<file path="src/rtl/csr_irq_scheduler.sv">
// Interrupt selection/prioritisation against mstatus enables and privilege,
// plus the WFI sleep sequencer with the mstatus.TW illegal-instruction timeout.
module csr_irq_scheduler #(
  parameter int unsigned S_SUPPORTED = 1,
  parameter int unsigned U_SUPPORTED = 1,
  parameter int unsigned WFI_TIMEOUT = 16
) (
  input  logic        clk,
  input  logic        reset,
  input  logic        StallW,
  input  logic [11:0] MIP_REGW,
  input  logic [11:0] MIE_REGW,
  input  logic [11:0] MIDELEG_REGW,
  input  logic        STATUS_MIE,
  input  logic        STATUS_SIE,
  input  logic        STATUS_TW,
  input  logic [1:0]  PrivilegeModeW,
  input  logic        wfiM,
  input  logic        TrapM,
  output logic        InterruptPendingM,
  output logic [3:0]  InterruptCauseM,
  output logic        InterruptToSM,
  output logic        WfiStallM,
  output logic        WfiTimeoutM
);

  typedef enum logic [1:0] {ST_RUN, ST_WFI, ST_MASK} state_e;

  localparam logic [11:0] IRQ_MASK = 12'hAAA;
  localparam logic [8:0]  CNT_LAST = 9'(WFI_TIMEOUT - 1);
  localparam logic [1:0]  PRIV_M   = 2'b11;
  localparam logic [1:0]  PRIV_S   = 2'b01;
  localparam logic [1:0]  PRIV_U   = 2'b00;

  state_e      state_q, state_d;
  logic [7:0]  cnt_q, cnt_d;
  logic        pend_q, pend_d;
  logic [3:0]  cause_q, cause_d;
  logic        tos_q, tos_d;
  logic        tmo_q, tmo_d;

  logic [11:0] pe, deleg, m_set, s_set;
  logic        m_en, s_en, any_pe, tmo_en;
  logic        cand_vld, cand_tos, wfi_enter, wfi_expire;
  logic [3:0]  cand_cause;
  logic [8:0]  cnt_inc;

  // Fixed order MEI > MSI > MTI > SEI > SSI > STI.
  function automatic logic [3:0] prio_cause(input logic [11:0] set);
    if (set[11])     return 4'd11;
    else if (set[3]) return 4'd3;
    else if (set[7]) return 4'd7;
    else if (set[9]) return 4'd9;
    else if (set[1]) return 4'd1;
    else             return 4'd5;
  endfunction

  assign deleg      = (S_SUPPORTED != 0) ? MIDELEG_REGW : 12'h000;
  assign pe         = MIP_REGW & MIE_REGW & IRQ_MASK;
  assign any_pe     = |pe;
  assign m_en       = (PrivilegeModeW != PRIV_M) | STATUS_MIE;
  assign s_en       = (S_SUPPORTED != 0) &
                      ((PrivilegeModeW == PRIV_U) | ((PrivilegeModeW == PRIV_S) & STATUS_SIE));
  assign m_set      = m_en ? (pe & ~deleg) : 12'h000;
  assign s_set      = s_en ? (pe & deleg) : 12'h000;
  assign cand_vld   = (|m_set) | (|s_set);
  assign cand_tos   = ~(|m_set);
  assign cand_cause = prio_cause((|m_set) ? m_set : s_set);

  assign tmo_en     = STATUS_TW & (PrivilegeModeW != PRIV_M) &
                      ((S_SUPPORTED != 0) | (U_SUPPORTED != 0));
  assign cnt_inc    = {1'b0, cnt_q} + 9'd1;
  assign wfi_enter  = wfiM & ~pend_q & ~any_pe;
  assign wfi_expire = tmo_en & (cnt_inc >= CNT_LAST);

  always_ff @(posedge clk) begin
    if (reset) begin
      state_q <= ST_RUN;
      cnt_q   <= 8'd0;
      pend_q  <= 1'b0;
      cause_q <= 4'd0;
      tos_q   <= 1'b0;
      tmo_q   <= 1'b0;
    end else begin
      state_q <= state_d;
      cnt_q   <= cnt_d;
      pend_q  <= pend_d;
      cause_q <= cause_d;
      tos_q   <= tos_d;
      tmo_q   <= tmo_d;
    end
  end

  // WFI ignores StallW: the stall it sees is the one WfiStallM itself causes.
  always_comb begin
    state_d = state_q;
    unique case (state_q)
      ST_RUN: begin
        if (!StallW) begin
          if (TrapM)          state_d = ST_MASK;
          else if (wfi_enter) state_d = ST_WFI;
        end
      end
      ST_WFI: begin
        if (TrapM)           state_d = ST_MASK;
        else if (any_pe)     state_d = ST_RUN;
        else if (wfi_expire) state_d = ST_RUN;
      end
      ST_MASK: begin
        if (!StallW) state_d = ST_RUN;
      end
      default: state_d = ST_RUN;
    endcase
  end

  always_comb begin
    pend_d  = pend_q;
    cause_d = cause_q;
    tos_d   = tos_q;
    cnt_d   = cnt_q;
    tmo_d   = 1'b0;
    unique case (state_q)
      ST_RUN: begin
        if (!StallW) begin
          if (TrapM || (!wfi_enter && !cand_vld)) begin
            pend_d  = 1'b0;
            cause_d = 4'd0;
            tos_d   = 1'b0;
          end else if (wfi_enter) begin
            cnt_d = 8'd0;
          end else if (!pend_q) begin
            pend_d  = 1'b1;
            cause_d = cand_cause;
            tos_d   = cand_tos;
          end
        end
      end
      ST_WFI: begin
        if (!TrapM && !any_pe) begin
          if (wfi_expire)               tmo_d = 1'b1;
          else if (cnt_inc <= CNT_LAST) cnt_d = cnt_inc[7:0];
        end
      end
      default: begin
        pend_d  = 1'b0;
        cause_d = 4'd0;
        tos_d   = 1'b0;
      end
    endcase
  end

  assign InterruptPendingM = pend_q;
  assign InterruptCauseM   = cause_q;
  assign InterruptToSM     = tos_q;
  assign WfiStallM         = (state_q == ST_WFI);
  assign WfiTimeoutM       = tmo_q;

endmodule
</file>
<file path="config.mk">
export PLATFORM = sky130hd
export DESIGN_NAME = csr_irq_scheduler
export DESIGN_NICKNAME = d
export VERILOG_FILES = /design/src/rtl/csr_irq_scheduler.sv
export SDC_FILE = /design/constraint.sdc
export NUM_CORES = 1
export LEC_CHECK = 0
export BUFFER_PORTS_ARGS = -buffer_cell sky130_fd_sc_hd__clkbuf_2
export CAP_MARGIN = 20
export CORE_MARGIN = 5
export CORE_UTILIZATION = 49
export DETAILED_ROUTE_END_ITERATION = 8
export GPL_ROUTABILITY_DRIVEN = 0
export PLACE_DENSITY_LB_ADDON = 0.12
export SLEW_MARGIN = 30
export SYNTH_ARGS = -nofsm -noshare
export SYNTH_HDL_FRONTEND = slang
export SYNTH_SLANG_ARGS = --single-unit
</file>
<file path="constraint.sdc">
create_clock -name clk -period 3.8 [get_ports clk]
set_clock_uncertainty 0.15 [all_clocks]
set_input_delay 0 -clock clk [delete_from_list [all_inputs] [get_ports clk]]
set_output_delay 0 -clock clk [all_outputs]
set_load 0.02 [all_outputs]
</file>
==> qor.txt <==
Outcome = completed
MaxCap Viol Count = 0
Worst Path Arrival = 3.14 ns
Final Max Tran Viols = 0
Initial DRC Count = 43
ANT nets after route = 0
First-pass GRT wire length = 4.73 mm
Setup TNS = 0 ns
Vias in the first global route = 1148
Antenna cells = 0
Crit path cell chain = ha_1 > a31oi_1 > a41oi_1 > or4_1 > o211ai_1 > dlygate4sd3_1 > nor3_1 > dlygate4sd3_1
Die area = 0.00338 mm²
Mapped Cells = 136
Post-synth top area share = 0.300
DR WL met2 = 1.48 mm
Hpwl dp = 2.25 mm
CTS tree = built
CORE AREA = 0.00221 mm²
CP Buf/Inv Count = 2
Layout cell share with drive strength beyond 1 = 0.274
Wl on met1 = 1.08 mm
CP most frequent cell = dlygate4sd3_1
# DRC = 0
CP Capture Type = flip-flop
Initial antenna violation count = 0
CP required = 3.85 ns
RSZ-0062 raised after global routing = false
WS Path Type = flip-flop to flip-flop
Netlist cell types = 50
Startpoint Class = flip-flop
CTS sink count = 17
DR WL met3 = 151 µm
Vias per Instance = 5.73
Cell Area, Synth = 0.00113 mm²
Top post-synthesis cells by count = dfxtp_1 (17), nand3_1 (11), nand2_1 (10), nor2_1 (10)
Syn_nets = 184
Slew margin rel. = 0.618
First-pass DRT Iterations = 4
IO Port Bufs = 35
Routed WL = 2.75 mm
Top Family by Delay on Critical Path = buffers and inverters
Top cells by area, synth = dfxtp_1 (30%), nand3_1 (4.9%), nand2_1 (3.3%), nor2_1 (3.3%), nor3_2 (2.6%)
Most frequently used flop master after synthesis = dfxtp_1
Slew @ Worst Pin = 0.569 ns
CTS Buffer Depth = 2
Total grt overflow = 0
Area growth, synth to finish = 25.4%
FF+latch count, synth = 17
Fraction of registers with async set/reset = 0
Sequential cell area fraction in the yosys report = 0.300
H-tree depth = 1
Number of synthesized flops with an enable pin = 0
Power density over the cells = 260 mW/mm²
Largest net degree at the start of global routing = 11
Via count = 1187
Area leader, netlist = dfxtp_1
Max VDD drop = 235 µV
GRT Total Usage = 0.178
Fin. Hold Viols = 0
Final nets = 228
Clock Tree Root = clkbuf_4
Final min period = 3.09 ns
Leakage = 0.000667 µW
Fmax = 0.324 GHz
Tcrit/Tclk final = 0.812
Ys Warns = 0
Max incr delay on CP = 0.59 ns
Row count = 17
CTS resizes = 0
Slowest library cell on the worst path = dlygate4sd3_1
Synth Area per Inst = 8.34 µm²
Filler cell count = 208
CP Max Fanout = 10
Count leader, synth = dfxtp_1
IO Pins = 54
Clock Latency Late Sink = 0.30 ns
Starting Density = 0.513
Worst-path clk slew = 0.11 ns
DIE HEIGHT = 58.1 µm
HP Class = primary input to flip-flop
Routed WL per cell = 13.3 µm
TritonCTS buffer count = 3
Die W = 58.1 µm
Tot Pwr = 370 µW
Setup violations, final = 0
Highest metal used = met4
[state kept, by name (all words and copies together), names as in the netlist]
name	cells
cnt_q	8
state_q	2
InterruptToSM	1
InterruptCauseM	4
WfiTimeoutM	1
InterruptPendingM	1
[layer usage]
metal	global-route usage	vias to the layer above
met5	0	-
met4	0.0795	0
met3	0.0356	6
met2	0.340	26
met1	0.183	549
li1	-	606
[cells by family (layout without fill, tap and decap cells)]
| family | Yosys count | in the layout | share of synthesized area |
|---|---|---|---|
| DFF | 17 | 17 | 0.300 |
| adders and majority gates | 2 | 2 | 0.0220 |
| muxes | 1 | 1 | 0.00992 |
| and+or+nand+nor | 67 | 67 | 0.353 |
| xor gates and xnor gates | 1 | 1 | 0.00772 |
| AOI/OAI and AO/OA | 40 | 40 | 0.273 |
| buffers and inverters | 8 | 51 | 0.0342 |
[per-stage QoR]
| stage | setup WS [ns] | area (µm²) | util | hold slack, ns | std cells |
|---|---|---|---|---|---|
| after floorplan | 1.82 | 1130 | - | 0.0390 | 136 |
| after global placement | 1.62 | 1330 | 0.599 | 0.154 | 196 |
| after detailed placement | 1.58 | 1330 | 0.599 | 0.159 | 196 |
| after CTS | 0.741 | 1420 | 0.643 | 0.0313 | 207 |
| after global routing | 0.595 | 1420 | 0.643 | 0.0855 | 207 |
| final | 0.715 | 1420 | 0.643 | 0.0479 | 207 |
[cells in the final DEF, fill, tap and decap left out, types with 4 or more instances in the layout]
master / Yosys / layout
inv_1: 5 / 5
a31oi_1: 4 / 4
dfxtp_1: 17 / 17
nand3_1: 11 / 11
clkbuf_2: 0 / 35
dlygate4sd3_1: 0 / 7
nand3b_1: 4 / 4
nor2_1: 10 / 10
nand2_1: 10 / 10
nand2b_1: 4 / 4
and2_1: 4 / 4
a21oi_1: 4 / 4
nor3_1: 5 / 5
[area by class of cell]
cell class	count	area (µm²)	share of cell area
clock buffers	3	22.5	0.0158
clock inverters	1	5.00	0.00352
inverters	5	18.8	0.0132
multi-input cells	111	756	0.531
flip-flops and latches	17	340	0.239
well taps	28	35.0	0.0246
repair buffers	42	245	0.172
[power by group]
group / internal (µW) / switching (µW)
clock: 39.2 / 61.0
combinational: 37.8 / 47.3
sequential: 182 / 2.77
[what timing repair did]
action | CTS | global route
setup buffers | 0 | 0
hold buffers | 7 | 0
hold endpoints to repair | 5 | 0
[worst min-delay path, delay by kind of cell]
kind                   cells  cell delay [ns]
AOI/OAI and AO/OA          1             0.08
and+or+nand+nor            2             0.27
buffers and inverters      1             0.09
[worst paths after layout]
path | from | to | slack [ns] | cells past startpoint
hold / removal | wfiM | InterruptPendingM$_SDFFE_PP0P_ | 0.05 | 4
setup reg to reg | cnt_q[0]$_SDFFE_PP0P_ | WfiTimeoutM$_SDFF_PP0_ | 0.71 | 8
setup / recovery | cnt_q[0]$_SDFFE_PP0P_ | WfiTimeoutM$_SDFF_PP0_ | 0.71 | 8
hold reg to reg | cnt_q[6]$_SDFFE_PP0P_ | cnt_q[6]$_SDFFE_PP0P_ | 0.32 | 1
(Power assumes the default switching activity.)
